`config.mk`:
```
export PLATFORM = sky130hd
export DESIGN_NAME = xor_crypt_pipe_multikey
export DESIGN_NICKNAME = d
export VERILOG_FILES = /design/src/rtl/xor_crypt_pipe_multikey.sv
export SDC_FILE = /design/constraint.sdc
export NUM_CORES = 1
export LEC_CHECK = 0
export BUFFER_PORTS_ARGS = -buffer_cell sky130_fd_sc_hd__buf_4
export CAP_MARGIN = 20
export CORE_MARGIN = 2
export CORE_UTILIZATION = 49
export CTS_BUF_LIST = sky130_fd_sc_hd__clkbuf_16
export DETAILED_ROUTE_END_ITERATION = 8
export PLACE_DENSITY_LB_ADDON = 0.15
export SYNTH_ARGS = -nofsm -noshare
export SYNTH_HDL_FRONTEND = slang
export SYNTH_SLANG_ARGS = --single-unit
```
`constraint.sdc`:
```
create_clock -name clk -period 1.6 [get_ports clk]
set_input_delay 0 -clock clk [delete_from_list [all_inputs] [get_ports clk]]
set_output_delay 0 -clock clk [all_outputs]
set_load 0.1 [all_outputs]
```
`src/rtl/xor_crypt_pipe_multikey.sv`:
```
// rtl/xor_crypt_pipe_multikey.sv - rotating multi-key XOR crypt stage with valid/ready and one output register
// Optional build macro XOR_CRYPT_PIPE_PARITY_EN adds out_parity (even parity of out_data).
module xor_crypt_pipe_multikey #(
  parameter int DATA_W   = 8,
  parameter int NUM_KEYS = 3,
  parameter int CNT_W    = 3
) (
  input  logic                        clk,
  input  logic                        rst,
  input  logic                        in_valid,
  output logic                        in_ready,
  input  logic [DATA_W-1:0]           in_data,
  output logic                        out_valid,
  input  logic                        out_ready,
  output logic [DATA_W-1:0]           out_data,
  input  logic                        mode,
  input  logic [CNT_W-1:0]            rot_freq,
  input  logic                        resync,
  input  logic                        key_wr_en,
  input  logic [$clog2(NUM_KEYS)-1:0] key_wr_idx,
  input  logic [DATA_W-1:0]           key_wr_data
`ifdef XOR_CRYPT_PIPE_PARITY_EN
  ,
  output logic                        out_parity
`endif
);

  localparam int IDX_W = $clog2(NUM_KEYS);
  localparam logic [IDX_W-1:0] LAST_IDX = IDX_W'(NUM_KEYS - 1);

  logic [DATA_W-1:0] key_q [NUM_KEYS];
  logic [IDX_W-1:0]  key_idx_q, key_idx_d;
  logic [CNT_W-1:0]  cnt_q, cnt_d;
  logic              out_valid_q, out_valid_d;
  logic [DATA_W-1:0] out_data_q, out_data_d;
  logic              accept;
  logic              key_wr_hit;

  assign in_ready   = !out_valid_q || out_ready;
  assign accept     = in_valid && in_ready;
  assign key_wr_hit = key_wr_en && (int'(key_wr_idx) < NUM_KEYS);
  assign out_valid  = out_valid_q;
  assign out_data   = out_data_q;

  // Key registers: a same-cycle beat still reads the old value, the write lands at the edge.
  always_ff @(posedge clk or negedge rst) begin
    if (!rst) begin
      for (int i = 0; i < NUM_KEYS; i++) key_q[i] <= '0;
    end else if (key_wr_hit) begin
      key_q[key_wr_idx] <= key_wr_data;
    end
  end

  // Rotation bookkeeping: advance only on XOR-mode accepts; resync wins over rotation.
  always_comb begin
    cnt_d     = cnt_q;
    key_idx_d = key_idx_q;
    if (accept && mode) begin
      if (cnt_q >= rot_freq) begin
        cnt_d     = '0;
        key_idx_d = (key_idx_q == LAST_IDX) ? '0 : key_idx_q + 1'b1;
      end else begin
        cnt_d = cnt_q + 1'b1;
      end
    end
    if (resync) begin
      cnt_d     = '0;
      key_idx_d = '0;
    end
  end

  // Output slot: load on accept, empty after a transfer, otherwise hold stable.
  always_comb begin
    out_valid_d = out_valid_q;
    out_data_d  = out_data_q;
    if (accept) begin
      out_valid_d = 1'b1;
      out_data_d  = mode ? (in_data ^ key_q[key_idx_q]) : in_data;
    end else if (out_ready) begin
      out_valid_d = 1'b0;
    end
  end

  // State registers for rotation and the output slot.
  always_ff @(posedge clk or negedge rst) begin
    if (!rst) begin
      cnt_q       <= '0;
      key_idx_q   <= '0;
      out_valid_q <= 1'b0;
      out_data_q  <= '0;
    end else begin
      cnt_q       <= cnt_d;
      key_idx_q   <= key_idx_d;
      out_valid_q <= out_valid_d;
      out_data_q  <= out_data_d;
    end
  end

`ifdef XOR_CRYPT_PIPE_PARITY_EN
  logic out_parity_q;

  // Parity travels with out_data: loaded on accept, held through stalls.
  always_ff @(posedge clk or negedge rst) begin
    if (!rst) begin
      out_parity_q <= 1'b0;
    end else if (accept) begin
      out_parity_q <= ^out_data_d;
    end
  end

  assign out_parity = out_parity_q;
`else
  // Without the parity option the output slot carries data only.
`endif

endmodule
```
* Yosys cells after proc, flatten, opt, wreduce, memory -nomap -nowiden *
Cells that the tools add are included.

operators by class
  add/sub/neg operators = 2
  $mul = 0
  div/mod/pow operators = 0
  order comparisons = 5
  equal/unequal tests = 1
  shift operators = 0
  multiplexer cells = 16
  bitwise gates (word level) = 3
  reduce and logical (&&, ||, !) cells = 10

operators with widths
  operator                                            count
  2-to-1 mux 8 bit                                    4
  bitwise mux 24 bit                                  1
  binary-select mux 8 bit (select 2 bit)              1
  demux 8 bit (select 2 bit)                          1
  2-to-1 mux 3 bit                                    3
  2-to-1 mux 2 bit                                    4
  XOR 8 bit                                           1
  >= comparator 3 bit, second input constant          2
  NOT 2 -> 3 bit                                      2
  nonzero test 2 bit                                  3
  logical AND 1 bit                                   4
  adder 3 x 1 -> 3 bit, second input constant         1
  >= comparator 3 bit                                 1
  < comparator 3 x 1 -> 1 bit, second input constant  1
  adder 2 x 1 -> 2 bit, second input constant         1
  == test 2 bit, second input constant                1
  < comparator 2 bit, second input constant           1
  2-to-1 mux 1 bit                                    2
  AND reduction 2 bit                                 1
  zero test 1 bit                                     1
  logical OR 1 bit                                    1

storage, ports and cells
  bits in registers = 38
  latch bits = 0
  memory bits (writable) = 0
  memory bits (read-only) = 0
  bits of input ports = 28
  output and inout port bits = 10
  logic and storage cells = 44
  memories = 0

* Longest topological paths before layout *
  word-level depth = 6
  mapped depth = 6

* Worst setup path before layout *
No wires, ideal clock.

  path kind = flip-flop to flip-flop
  start = register out_valid_q, in the netlist out_valid
  end = register out_data_q[2], in the netlist out_data[2]
  setup time = 126 ps
  arrival time = 2,209 ps
  data required time = 1,474 ps
  slack = -735 ps
  cell stages (with the launch flop) = 6
  path buffers = 1
  clock period less this slack = 2,335 ps
  cell sequence = dfrtp_1 nand2b_2 nand2_1 buf_2 a211o_1 nand3_1

on the way
  word-level cells in the longest chain between the ends = 3

ends and longest elaborated chain
  what                    line  RTL
  start, declared         34    logic out_valid_q, out_valid_d;
  start signal, assigned  94    out_valid_q <= out_valid_d;
  zero test 1 bit         39    assign in_ready = !out_valid_q || out_ready;
  logical OR 1 bit        39
  via in_ready            11    output logic in_ready,
  logical AND 1 bit       40    assign accept = in_valid && in_ready;
  end signal, assigned    95    out_data_q <= out_data_d;
  end, declared           35    logic [DATA_W-1:0] out_data_q, out_data_d;

The timed path passes the listed nets, and every way through them passes these cells.
A chain may end at the register's enable or synchronous reset.

* Final worst setup path *
  start = register cnt_q[2]
  end = register key_idx_q[1]

on the way
  word-level cells in the longest chain between the ends = 3

ends and longest elaborated chain
  what                           line  RTL
  start, declared                33    logic [CNT_W-1:0] cnt_q, cnt_d;
  start signal, assigned         92    cnt_q <= cnt_d;
  >= comparator 3 bit            59    if (cnt_q >= rot_freq) begin
  nonzero test 2 bit (no line)   n/a
  AND reduction 2 bit (no line)  n/a
  end signal, assigned           93    key_idx_q <= key_idx_d;
  end, declared                  32    logic [IDX_W-1:0] key_idx_q, key_idx_d;

Every way passes these cells.

==> metrics.txt <==
# TYPE chip_impl_metric gauge
chip_impl_info{name="outcome",value="finished with violations"} 1
chip_impl_info{name="failed_checks",value="negative setup slack"} 1
chip_impl_metric{name="hold-path-cell-count",unit=""} 4
chip_impl_metric{name="synth-seq-cells",unit=""} 38
chip_impl_metric{name="numClockSinks",unit=""} 38
chip_impl_metric{name="worst_slack_setup_final",unit="ns"} -0.00670
chip_impl_metric{name="hpwl",unit="mm"} 2.66
chip_impl_metric{name="filler_cell_count",unit=""} 262
chip_impl_metric{name="clk-insertion-delay-late",unit="ns"} 0.28
chip_impl_metric{name="final.setup.tns",unit="ns"} -0.00670
chip_impl_metric{name="yosysWarningCount",unit=""} 0
chip_impl_metric{name="detailedPlace.worstSlack",unit="ns"} -0.106
chip_impl_metric{name="ff2ff_setup_slack",unit="ns"} -0.007
chip_impl_metric{name="floorplan.io_pins",unit=""} 38
chip_impl_metric{name="finalClockSkew",unit="ns"} 0.00323
chip_impl_metric{name="fmaxAchievable",unit="GHz"} 0.622
chip_impl_info{name="timing_worst_setup_path_type",value="reg -> reg"} 1
chip_impl_metric{name="global_route.usage.total",unit="%"} 21.1
chip_impl_metric{name="leakagePower",unit="nW"} 1.21
chip_impl_metric{name="finalWirelength",unit="mm"} 4.00
chip_impl_metric{name="slew_at_the_pin_closest_to_its_max_slew_limit",unit="ns"} 0.500
chip_impl_metric{name="globalRouteOverflowTotal",unit=""} 0
chip_impl_info{name="hold_path.startpoint",value="in_data[5]"} 1
chip_impl_metric{name="max_cap_violations",unit=""} 0
chip_impl_metric{name="std_cell_rows",unit=""} 22
chip_impl_info{name="cp_top_family",value="simple AND/OR/NAND/NOR gates"} 1
chip_impl_metric{name="slew_viol_final",unit=""} 0
chip_impl_metric{name="synth.lib_cells_used.distinct",unit=""} 26
chip_impl_info{name="rsz0062_at_grt",value="true"} 1
chip_impl_metric{name="antenna_found_initial",unit=""} 0
chip_impl_metric{name="gpl.final_weighted_congestion",unit=""} 0.762
chip_impl_metric{name="slew_headroom",unit="%"} 66.6
chip_impl_metric{name="area_growth",unit="%"} 39.8
chip_impl_metric{name="r2r_cells",unit=""} 5
chip_impl_metric{name="critPathRequiredTime",unit="ns"} 1.81
chip_impl_info{name="worst_r2r_endpoint",value="key_idx_q[1]"} 1
chip_impl_metric{name="detailedRoute.firstIterationViolations",unit=""} 129
chip_impl_info{name="critical_path.cell_chain",value="ha_4 > a21o_1 > a31oi_4 > or4b_1 > a21oi_1"} 1
chip_impl_metric{name="post_drt_via_cell_ratio",unit=""} 5.43
chip_impl_metric{name="clkSlewWorstSetupHoldPaths",unit="ns"} 0.06
chip_impl_metric{name="drive_gt1_share",unit="%"} 39.9
chip_impl_metric{name="syn_area_per_cell",unit="um^2"} 11.3
chip_impl_metric{name="crit_fanout",unit=""} 5
chip_impl_info{name="worstSetupEndpointType",value="register"} 1
chip_impl_metric{name="initial_utilization",unit="%"} 51.3
chip_impl_metric{name="final.period_utilization",unit="%"} 100
chip_impl_metric{name="grt_pass1_vias",unit=""} 1523
chip_impl_metric{name="yosysSeqAreaShare",unit="%"} 49.8
chip_impl_metric{name="die_area",unit="um^2"} 4410
chip_impl_metric{name="placeableCoreArea",unit="um^2"} 3720
chip_impl_metric{name="syn_inst",unit=""} 169
chip_impl_metric{name="h_tree_levels",unit=""} 2
chip_impl_metric{name="avgRoutedWirePerCell",unit="um"} 14.5
chip_impl_info{name="clk_root_buffer_cell",value="sky130_fd_sc_hd__clkbuf_16"} 1
chip_impl_metric{name="drc",unit=""} 0
chip_impl_metric{name="worst_ir_drop_vdd",unit="uV"} 1030
chip_impl_metric{name="final-setup-viol-count",unit=""} 1
chip_impl_metric{name="report.power.total",unit="mW"} 3.27
chip_impl_metric{name="multi_input_area",unit="um^2"} 931
chip_impl_metric{name="finalWorstPathRequiredPeriod",unit="ns"} 1.61
chip_impl_metric{name="finalHoldViolations",unit=""} 0
chip_impl_metric{name="die_h",unit="um"} 66.4
chip_impl_metric{name="critPathMaxStageDelay",unit="ns"} 0.47
chip_impl_info{name="whs_endpoint",value="out_data[5]"} 1
chip_impl_info{name="cp-start-kind",value="register"} 1
chip_impl_metric{name="cellPowerDensity",unit="nW/um^2"} 1220
chip_impl_metric{name="buffer_ports.inserted",unit=""} 37
chip_impl_info{name="hp-class",value="in -> reg"} 1
chip_impl_metric{name="diodes",unit=""} 0
chip_impl_metric{name="seq_area",unit="um^2"} 955
chip_impl_info{name="clock_tree_from_tritoncts",value="yes"} 1
chip_impl_metric{name="worstPathArrival",unit="ns"} 1.81
chip_impl_metric{name="mappedNetlistArea",unit="um^2"} 1910
chip_impl_info{name="crit_slowest_cell",value="sky130_fd_sc_hd__or4b_1"} 1
chip_impl_metric{name="final_nets",unit=""} 259
chip_impl_metric{name="drt_pre_antenna_iters",unit=""} 5
chip_impl_metric{name="synth_fp_nets",unit=""} 201
chip_impl_metric{name="cts_made_buffers",unit=""} 5
chip_impl_metric{name="dieWidth",unit="um"} 66.4
chip_impl_metric{name="pin_count_of_the_biggest_net_entering_global_routing",unit=""} 39
chip_impl_metric{name="wire_length_of_the_first_global_routing_pass",unit="mm"} 6.83
chip_impl_metric{name="vias",unit=""} 1498
chip_impl_info{name="r2r-start",value="cnt_q[2]"} 1
chip_impl_metric{name="critPathBufInv",unit=""} 0
chip_impl_metric{name="final_antenna_net_count",unit=""} 0
chip_impl_metric{name="max-clock-path-buffers",unit=""} 2
cells by family (layout without fill, tap and decap cells):
logic type,Yosys count,count (layout),synth area share [%]
buf+inv,19,78,4.72
compound gates,26,26,8.72
fa+ha+maj,4,4,2.62
mux,32,32,18.4
simple gates,50,50,15.7
flops,38,38,49.8
cells in the mapped netlist:
cell type | n | area share [%]
sky130_fd_sc_hd__nor3b_2 | 1 | 0.66
sky130_fd_sc_hd__mux2_2 | 24 | 14
sky130_fd_sc_hd__a211o_1 | 8 | 3.7
sky130_fd_sc_hd__ha_1 | 4 | 2.6
sky130_fd_sc_hd__clkbuf_1 | 3 | 0.59
sky130_fd_sc_hd__a22oi_1 | 1 | 0.39
sky130_fd_sc_hd__dfrtp_1 | 38 | 50
sky130_fd_sc_hd__a31oi_1 | 1 | 0.33
sky130_fd_sc_hd__nand3b_1 | 10 | 3.9
sky130_fd_sc_hd__nand2b_1 | 2 | 0.66
sky130_fd_sc_hd__or4b_1 | 1 | 0.52
sky130_fd_sc_hd__or4_1 | 1 | 0.39
sky130_fd_sc_hd__nor2b_1 | 2 | 0.66
sky130_fd_sc_hd__nand2_1 | 11 | 2.2
sky130_fd_sc_hd__buf_2 | 3 | 0.79
sky130_fd_sc_hd__buf_6 | 2 | 1.2
sky130_fd_sc_hd__mux2i_1 | 8 | 4.2
sky130_fd_sc_hd__a21oi_1 | 5 | 1.3
sky130_fd_sc_hd__and2_1 | 1 | 0.33
sky130_fd_sc_hd__nand3_1 | 9 | 2.4
sky130_fd_sc_hd__inv_1 | 11 | 2.2
sky130_fd_sc_hd__a21o_1 | 1 | 0.39
sky130_fd_sc_hd__nand2b_2 | 1 | 0.46
sky130_fd_sc_hd__o21ai_0 | 2 | 0.52
sky130_fd_sc_hd__nand4_1 | 11 | 3.6
sky130_fd_sc_hd__o21ai_1 | 8 | 2.1
layout make-up:
class                           instances  area share (%)
Tap cell                               48            2.25
Multi-Input combinational cell        112            34.9
Clock inverter                          3            2.58
Clock buffer                            5            4.69
Sequential cell                        38            35.8
Inverter                               11            1.55
Timing Repair Buffer                   59            18.2
layout by cell type, fill, tap and decap left out, types with 2 or more instances in the layout:
cell / instances
sky130_fd_sc_hd__buf_4: 46
sky130_fd_sc_hd__dfrtp_1: 37
sky130_fd_sc_hd__mux2_2: 24
sky130_fd_sc_hd__nand2_1: 11
sky130_fd_sc_hd__nand4_1: 11
sky130_fd_sc_hd__dlygate4sd3_1: 11
sky130_fd_sc_hd__inv_1: 10
sky130_fd_sc_hd__nand3b_1: 10
sky130_fd_sc_hd__mux2i_1: 8
sky130_fd_sc_hd__o21ai_1: 8
sky130_fd_sc_hd__a211o_1: 8
sky130_fd_sc_hd__nand3_1: 8
sky130_fd_sc_hd__clkbuf_16: 5
sky130_fd_sc_hd__a21oi_2: 3
sky130_fd_sc_hd__ha_1: 3
sky130_fd_sc_hd__nand2b_4: 2
sky130_fd_sc_hd__o21ai_0: 2
sky130_fd_sc_hd__a21oi_1: 2
sky130_fd_sc_hd__nor2b_1: 2
sky130_fd_sc_hd__bufinv_16: 2
worst reg2reg max path: cells and delay by family, from the launching register on:
kind                     cells  cell delay [ns]
adder cells (fa/ha/maj)      1             0.28
flip-flops                   1             0.41
AND/OR/NAND/NOR              1             0.48
AO/OA/AOI/OAI                3             0.36
registers in the layout (all words and copies together), names as in the netlist:
signal     cells
key_q         24
out_data       8
cnt_q          3
key_idx_q      2
out_valid      1
per-stage QoR:
step | util (%) | area, um^2 | hold slack (ns) | cells
finish | 71.8 | 2670 | 0.0178 | 276
floorplan | - | 1930 | -0.296 | 169
CTS | 71.0 | 2640 | 0.0157 | 274
global placement | 61.4 | 2280 | -0.0136 | 253
global route | 71.8 | 2670 | 0.0359 | 276
detailed placement | 61.4 | 2280 | -0.00290 | 253
where the power goes:
part | switching (mW) | leakage (nW) | internal (mW)
logic | 0.506 | 0.649 | 0.290
clock network | 0.380 | 0.0940 | 0.895
registers | 0.0770 | 0.462 | 1.12
worst max path at each step:
stage,slack [ns],start,end,cells after the start
after CTS,-0.001,cnt_q[2],key_idx_q[1],5
final,-0.007,cnt_q[2],key_idx_q[1],5
after detailed placement,-0.11,cnt_q[0],key_idx_q[1],6
after global placement,-0.05,cnt_q[0],key_idx_q[1],6
after floorplan,-0.13,out_valid,key_idx_q[1],4
after global routing,-0.07,cnt_q[2],key_idx_q[1],5
timing repair:
action	in CTS	in global routing
gates resized for setup	4	5
hold buffers	11	0
cloned	0	0
pin swaps	7	5
setup endpoints to repair	5	5
hold endpoints to repair	68	0
buffers inserted	2	2
layer usage:
metal	track usage (%)	vias up	routed length [um]
li1	-	738	-
met1	26.2	712	1760
met2	35.0	43	1960
met3	5.62	5	207
met4	7.65	0	67
met5	0	-	0
(Power assumes the default switching activity.)
